`src/rtl/timebase_ctrl.sv`:
```
// Programmable half-period timebase with square-wave output and graceful stop.
// Define TIMEBASE_BURST_EN to enable the burst tick limit and done pulse.
module timebase_ctrl #(
  parameter int CNT_W       = 27,
  parameter int DEFAULT_DIV = 2500000
) (
  input  logic             clock,
  input  logic             reset,
  input  logic             cfg_wr,
  input  logic [CNT_W-1:0] cfg_div,
  input  logic [7:0]       cfg_burst,
  output logic             cfg_ack,
  input  logic             start,
  input  logic             stop,
  output logic             busy,
  output logic             tick,
  output logic             hzSig,
  output logic [7:0]       tick_count,
  output logic             done
);

  typedef enum logic [1:0] {IDLE, RUN, STOPPING} state_t;

  localparam logic [CNT_W-1:0] DIV_RST = CNT_W'(DEFAULT_DIV);

  state_t           state_q, state_d;
  logic [CNT_W-1:0] cnt_q, cnt_d;
  logic [CNT_W-1:0] div_q, div_d;
  logic [CNT_W-1:0] sdiv_q, sdiv_d;
  logic [CNT_W-1:0] lim;
  logic [7:0]       tcnt_q, tcnt_d;
  logic             pend_q, pend_d;
  logic             tick_q, tick_d;
  logic             hz_q, hz_d;
  logic             ack_q, ack_d;
  logic             done_q, done_d;
  logic             fin_q, fin_d;
  logic             running, wrap, go, hit;

`ifdef TIMEBASE_BURST_EN
  logic [7:0] burst_q, burst_d;
  logic [7:0] sburst_q, sburst_d;
`else
  logic unused_burst;
  assign unused_burst = ^cfg_burst;
`endif

  always_comb begin
    lim     = (div_q == '0) ? '0 : div_q - CNT_W'(1);
    running = (state_q != IDLE);
    wrap    = running && (cnt_q == lim);
    go      = start && !stop;
`ifdef TIMEBASE_BURST_EN
    hit     = wrap && (state_q == RUN) && (burst_q != 8'd0) &&
              ((tcnt_q + 8'd1) == burst_q);
`else
    hit     = 1'b0;
`endif
  end

  always_comb begin
    state_d = state_q;
    cnt_d   = cnt_q;
    div_d   = div_q;
    sdiv_d  = sdiv_q;
    tcnt_d  = tcnt_q;
    pend_d  = pend_q;
    tick_d  = 1'b0;
    hz_d    = hz_q;
    ack_d   = cfg_wr;
    done_d  = hit;
    fin_d   = 1'b0;
`ifdef TIMEBASE_BURST_EN
    burst_d  = burst_q;
    sburst_d = sburst_q;
`endif
    unique case (state_q)
      IDLE: begin
        cnt_d = '0;
        hz_d  = 1'b0;
        if (go) begin
          state_d = RUN;
          tcnt_d  = 8'd0;
        end
      end
      RUN, STOPPING: begin
        // fin_q marks the 1->0 tick seen last cycle while stopping
        if (state_q == STOPPING && fin_q && !go) begin
          state_d = IDLE;
          cnt_d   = '0;
          hz_d    = 1'b0;
        end else begin
          cnt_d = wrap ? '0 : cnt_q + CNT_W'(1);
          if (wrap) begin
            tick_d = 1'b1;
            hz_d   = ~hz_q;
            tcnt_d = tcnt_q + 8'd1;
          end
          if (state_q == RUN) begin
            if (stop || hit) state_d = STOPPING;
          end else begin
            if (go) state_d = RUN;
            fin_d = wrap && hz_q && !go;
          end
        end
        if (pend_q && (wrap || state_d == IDLE)) begin
          div_d  = sdiv_q;
          pend_d = 1'b0;
`ifdef TIMEBASE_BURST_EN
          burst_d = sburst_q;
`endif
        end
      end
      default: state_d = IDLE;
    endcase
    if (cfg_wr) begin
      sdiv_d = cfg_div;
`ifdef TIMEBASE_BURST_EN
      sburst_d = cfg_burst;
`endif
      if (state_q == IDLE || state_d == IDLE) begin
        div_d  = cfg_div;
        pend_d = 1'b0;
`ifdef TIMEBASE_BURST_EN
        burst_d = cfg_burst;
`endif
      end else begin
        pend_d = 1'b1;
      end
    end
  end

  always_ff @(posedge clock) begin
    if (reset) begin
      state_q <= IDLE;
      cnt_q   <= '0;
      div_q   <= DIV_RST;
      sdiv_q  <= DIV_RST;
      tcnt_q  <= 8'd0;
      pend_q  <= 1'b0;
      tick_q  <= 1'b0;
      hz_q    <= 1'b0;
      ack_q   <= 1'b0;
      done_q  <= 1'b0;
      fin_q   <= 1'b0;
`ifdef TIMEBASE_BURST_EN
      burst_q  <= 8'd0;
      sburst_q <= 8'd0;
`endif
    end else begin
      state_q <= state_d;
      cnt_q   <= cnt_d;
      div_q   <= div_d;
      sdiv_q  <= sdiv_d;
      tcnt_q  <= tcnt_d;
      pend_q  <= pend_d;
      tick_q  <= tick_d;
      hz_q    <= hz_d;
      ack_q   <= ack_d;
      done_q  <= done_d;
      fin_q   <= fin_d;
`ifdef TIMEBASE_BURST_EN
      burst_q  <= burst_d;
      sburst_q <= sburst_d;
`endif
    end
  end

  assign cfg_ack    = ack_q;
  assign busy       = (state_q != IDLE);
  assign tick       = tick_q;
  assign hzSig      = hz_q;
  assign tick_count = tcnt_q;
  assign done       = done_q;

endmodule

```
`config.mk`:
```
export PLATFORM = sky130hd
export DESIGN_NAME = timebase_ctrl
export DESIGN_NICKNAME = d
export VERILOG_FILES = /design/src/rtl/timebase_ctrl.sv
export SDC_FILE = /design/constraint.sdc
export NUM_CORES = 1
export LEC_CHECK = 0
export CAP_MARGIN = 20
export CORE_MARGIN = 2
export CORE_UTILIZATION = 65
export CTS_BUF_LIST = sky130_fd_sc_hd__clkbuf_2 sky130_fd_sc_hd__clkbuf_4 sky130_fd_sc_hd__clkbuf_8
export DETAILED_ROUTE_END_ITERATION = 10
export GPL_TIMING_DRIVEN = 0
export PLACE_DENSITY_LB_ADDON = 0.2
export SETUP_SLACK_MARGIN = 0.05
export SLEW_MARGIN = 0
export SYNTH_ARGS = -nofsm -noshare
export SYNTH_HDL_FRONTEND = slang
export SYNTH_SLANG_ARGS = --single-unit
```
`constraint.sdc`:
```
create_clock -name clock -period 8.21 [get_ports clock]
set_input_delay 0.821 -clock clock [delete_from_list [all_inputs] [get_ports clock]]
set_output_delay 0.821 -clock clock [all_outputs]
set_load 0.05 [all_outputs]
```
* After elaboration in Yosys (flattened, before gate mapping) *
Cells that the tools add are included.

word-level totals
  bits in registers = 96
  input port bits = 40

cells by class
  add/sub/neg operators = 3
  equal/unequal tests = 7
  mux-type cells = 26
  bitwise gates (word level) = 2
  reductions and logical operators = 25

operator list
  cell                                                                    count
  27-bit 2-to-1 mux                                                       7
  27-bit case mux with 2 select lines                                     1
  27-bit by 1-bit adder with 27-bit output (second input constant)        1
  27-bit equality test                                                    1
  27-bit zero test                                                        1
  27-bit by 1-bit subtractor with 27-bit output (second input constant)   1
  8-bit 2-to-1 mux                                                        3
  8-bit case mux with 2 select lines                                      1
  2-bit 2-to-1 mux                                                        5
  8-bit by 1-bit adder with 8-bit output (second input constant)          1
  2-bit nonzero test                                                      4
  1-bit logical AND                                                       7
  1-bit 2-to-1 mux                                                        7
  2-bit zero test                                                         3
  2-bit inequality test (second input constant)                           3
  2-bit case mux with 2 select lines                                      1
  2-bit AND reduction                                                     2
  4-bit AND reduction                                                     1
  4-bit OR reduction                                                      1
  3-bit inequality test (second input constant)                           1
  3-bit OR reduction                                                      1
  2-bit by 1-bit equality test with 1-bit output (second input constant)  1
  2-bit equality test (second input constant)                             1
  1-bit zero test                                                         2
  4 further kinds                                                         6

* Longest topological paths before layout *
  depth after elaboration = 13
  mapped depth = 15
  mapped depth without buffers = 12

* Worst setup path after synthesis *
No wires, ideal clock.

  path kind = flip-flop to flip-flop
  start = reg div_q[0]
  end = reg div_q[10]
  setup time = 130 ps
  arrival time = 3807 ps
  slack = 4273 ps
  stages on the path, launching flop included = 16
  path buffers = 3
  clock period less this slack = 3937 ps
  cell sequence = dfxtp_1 -> inv_1 -> ha_1 -> or4b_4 -> or4_4 -> buf_6 -> o41ai_2 -> a21oi_1 -> o41ai_2 -> mux2i_1 -> or4_1 -> o21ai_2 -> buf_6 -> buf_6 -> mux2i_1 -> o22ai_1

between the ends
  cells in the longest elaborated chain, start to end = 10
  elaborated cells on any way between the ends = 11
  classes of those cells = 1 x add/sub; 1 x eq/ne; 5 x mux; 4 x reduce/logical

RTL lines
  what                                                                               RTL line  text
  start: declaration                                                                 28        logic [CNT_W-1:0] div_q, div_d;
  start signal: assignment                                                           153       div_q <= div_d;
  27-bit by 1-bit subtractor with 27-bit output or 27-bit zero test (tied branches)  49        lim = (div_q == '0) ? '0 : div_q - CNT_W'(1);
  27-bit 2-to-1 mux (*)                                                              49
  27-bit equality test (*)                                                           51        wrap = running && (cnt_q == lim);
  1-bit logical AND (*)                                                              51
  1-bit logical OR (*)                                                               106       if (pend_q && (wrap || state_d == IDLE)) begin
  1-bit logical AND (*)                                                              106
  27-bit 2-to-1 mux (*)                                                              106
  27-bit 2-to-1 mux (*)                                                              77        unique case (state_q)
  27-bit 2-to-1 mux                                                                  121       if (state_q == IDLE || state_d == IDLE) begin
  27-bit 2-to-1 mux (*)                                                              116       if (cfg_wr) begin

Mark *: on every way between the ends. The rest lies on a longest branch, timed or not.
A chain may end at the register's enable or synchronous reset.

* Worst setup path in the final report *
  start = reg div_q[0]
  end = reg cnt_q[26]

between the ends
  cells in the longest elaborated chain, start to end = 7
  elaborated cells on any way between the ends = 8
  classes of those cells = 1 x add/sub; 1 x eq/ne; 4 x mux; 2 x reduce/logical

RTL lines
  what                                                                               RTL line  text
  27-bit by 1-bit subtractor with 27-bit output or 27-bit zero test (tied branches)  49
  27-bit 2-to-1 mux (*)                                                              49
  27-bit equality test (*)                                                           51
  1-bit logical AND (*)                                                              51
  27-bit 2-to-1 mux (*)                                                              93        cnt_d = wrap ? '0 : cnt_q + CNT_W'(1);
  27-bit 2-to-1 mux (*)                                                              88        if (state_q == STOPPING && fin_q && !go) begin
  27-bit case mux with 2 select lines (*)                                            77
  end signal: assignment                                                             152       cnt_q <= cnt_d;
  end: declaration                                                                   27        logic [CNT_W-1:0] cnt_q, cnt_d;

Marks and branches as above.

==> qor.txt <==
Status -> completed
Ant. Diodes -> 0
Worst r2r dst -> cnt_q[26]$_SDFFE_PP0P_
# rows -> 34
CTS H-tree depth -> 3
Unrepaired setup endpoints after global routing -> false
Share of cells above drive strength 1 -> 0.0501
Die Wd -> 98.6 um
Final cell count without fillers -> 906
Mapped cell area -> 5820 um^2
CP Max Fanout -> 10
Num CTS Buffers -> 9
Initial antenna violation count -> 0
DIE AREA -> 9720 um^2
CP delay by family, top -> simple AND/OR/NAND/NOR gates
1st-iter DRT viols -> 519
GPL Wtd Cong -> 1.02
Port-buffer cells -> 42
Leak -> 0.00219 uW
Final Max Slew Viols -> 0
Area contributors post-synth -> dfxtp_1, mux2i_1, nand2_1
Slew HR -> 0.367
Post_cts resized -> 0
Crit path largest cell delay -> 640 ps
Vias in the first global route -> 5599
Hold Startpoint -> sdiv_q[17]$_SDFFE_PP1P_
Total gr overflow -> 0
Hold_buf cts -> 0
Mapped Cells -> 740
Commonest cells after routing, fill and taps aside -> dfxtp_1, nand2_1, nor2_1
Final Hold Fails -> 0
Top cell type's share of synthesized area -> 0.330
Total clock sinks -> 96
Fmax -> 0.208 GHz
Post-synth cell types -> 70
Post-synthesis register bit count -> 96
Critical Path End Type -> register
Via-to-Cell Ratio -> 6.51
Post-CTS setup buffer count -> 0
Synth Flop Type -> dfxtp_1
Reg-to-Reg Start -> div_q[0]$_SDFF_PP0_
Largest net degree at the start of global routing -> 20
First-pass GRT wire length -> 27600 um
Yosys top cell by area -> dfxtp_1
Final nets -> 840
Worst-Margin Slew -> 941 ps
Routed WL per cell -> 18.6 um
# setup viols final -> 0
Most common cell after layout, fill and taps aside -> dfxtp_1
Worst R2R Setup Slack -> 3400 ps
Worst-path clk slew -> 110 ps
Crit path buf inv count -> 5
Core area -> 8720 um^2
Tmin final -> 4810 ps
Post-synth EDFFs -> 0
Power Dens Cells -> 155 nW/um^2
ANT nets after route -> 0
Post-synthesis net count -> 787
Syn Area/Cell -> 7.86 um^2
Final WL -> 16800 um
Clk root buf -> clkbuf_8
Ratio of final minimum period to clock period -> 0.586
CTS tree -> yes
Starting density of the core -> 0.667
WHS Endpoint -> sdiv_q[17]$_SDFFE_PP1P_
R2r worst-path depth -> 14
Setup TNS -> 0 ps
WHS -> 467 ps
Crit Path Class -> register to register
Maximum buffer depth of the clock tree -> 2
DRC viols -> 0
Clk Latency, worst-skew pair -> 380 ps
Post-DP HPWL -> 12700 um
Critical Path AT -> 5100 ps
Synth warn -> 0
Area grow syn2layout -> 13.3%
CP Cell Sequence -> inv_1 -> ha_1 -> or4b_4 -> or4_4 -> buf_6 -> nor4_1 -> inv_1 -> a22oi_1 -> or3_1 -> o21ba_2 -> clkbuf_1 -> clkbuf_1 -> o2111ai_1 -> o211ai_1
DR vias -> 5895
Async SR Flop Fraction -> 0
Dpl cells -> 890
Maximum vdd drop -> 114 uV
# IOs -> 53
Tightest Hold Check Type -> register to register
# Max-Cap Violations -> 0
Die height -> 98.6 um
1st-pass router iterations -> 5
Max Clock Skew -> 16.9 ps
Req. time, crit path -> 8500 ps
CP Launch Type -> register
Critical-path top delay cell -> nor4_1
Worst hold stages -> 2
Seq/Total Area, Yosys -> 0.330
Total GRT Usage -> 0.347
worst register-to-register path: stages, from the launching register on:
cell and delay, ps:
dfxtp_1 380, inv_1 100, ha_1 250, or4b_4 530
or4_4 520, buf_6 160, nor4_1 640, inv_1 190
a22oi_1 380, or3_1 230, o21ba_2 210, clkbuf_1 370
clkbuf_1 400, o2111ai_1 210, o211ai_1 150
stage by stage:
stage	setup slack, ps	total power [uW]	utilization	area (um^2)
final	3400	1020	0.756	6590
after global routing	3140	1050	0.756	6590
after global placement	3620	675	0.731	6370
after CTS	3520	1020	0.756	6590
after floorplan	4270	623	-	5820
after detailed placement	3580	682	0.731	6370
flip-flops by register name (all words and copies together), names as in the netlist:
register / flops
cnt_q: 27
div_q: 27
sdiv_q: 27
tick_count: 8
state_q: 2
cfg_ack: 1
fin_q: 1
hzSig: 1
pend_q: 1
tick: 1
synthesized netlist by cell type (7+ instances only):
cell / n
dfxtp_1: 96
clkbuf_1: 49
a21oi_1: 41
o22ai_1: 10
mux2i_1: 47
ha_1: 7
nor4_1: 20
a31oi_1: 19
nand4_1: 10
a211oi_1: 18
nand2_1: 70
or4_1: 13
nor2_1: 66
o21ai_0: 29
nor3_1: 24
or3_1: 15
xor2_1: 7
xnor2_1: 18
nand3_1: 37
nor2b_1: 8
inv_1: 27
worst max-delay path by stage:
stage | start | end | slack (ps) | cells after the start
after floorplan | div_q[0]$_SDFF_PP0_ | div_q[10]$_SDFF_PP1_ | 4270 | 15
after global placement | div_q[0]$_SDFF_PP0_ | cnt_q[13]$_SDFFE_PP0P_ | 3620 | 15
after detailed placement | div_q[0]$_SDFF_PP0_ | cnt_q[16]$_SDFFE_PP0P_ | 3580 | 14
after CTS | div_q[0]$_SDFF_PP0_ | cnt_q[16]$_SDFFE_PP0P_ | 3520 | 14
after global routing | div_q[0]$_SDFF_PP0_ | cnt_q[26]$_SDFFE_PP0P_ | 3140 | 15
final | div_q[0]$_SDFF_PP0_ | cnt_q[26]$_SDFFE_PP0P_ | 3400 | 14
report_power, final:
group	internal (uW)	leakage, uW	switching (uW)
logic	66.9	0.00129	98.5
clock network	151	0.000111	191
registers	486	0.000788	26.0
final cells by class:
| class | count | area [um^2] |
|---|---|---|
| plain buffers | 61 | 273 |
| fillers | 647 | 2130 |
| flip-flops and latches | 96 | 1920 |
| repair buffers | 42 | 420 |
| clock buffers | 9 | 124 |
| well taps | 108 | 135 |
| multi-input cells | 556 | 3520 |
| clock inverters | 7 | 95.1 |
| inverters | 27 | 101 |
layer usage:
layer / part of all wire / vias to the layer above / global-route usage
met4: 0.040 / 0 / 0.148
met5: 0 / - / 0
met3: 0.074 / 59 / 0.0603
met2: 0.46 / 287 / 0.586
met1: 0.42 / 2729 / 0.438
li1: - / 2820 / -
cell families after synthesis:
group | synth area share
flops | 0.330
xor+xnor | 0.0376
buf+inv | 0.0643
fa+ha+maj | 0.0151
simple gates | 0.286
mux | 0.0847
compound gates | 0.181
other cells | 0.000645
(Power assumes the default switching activity.)
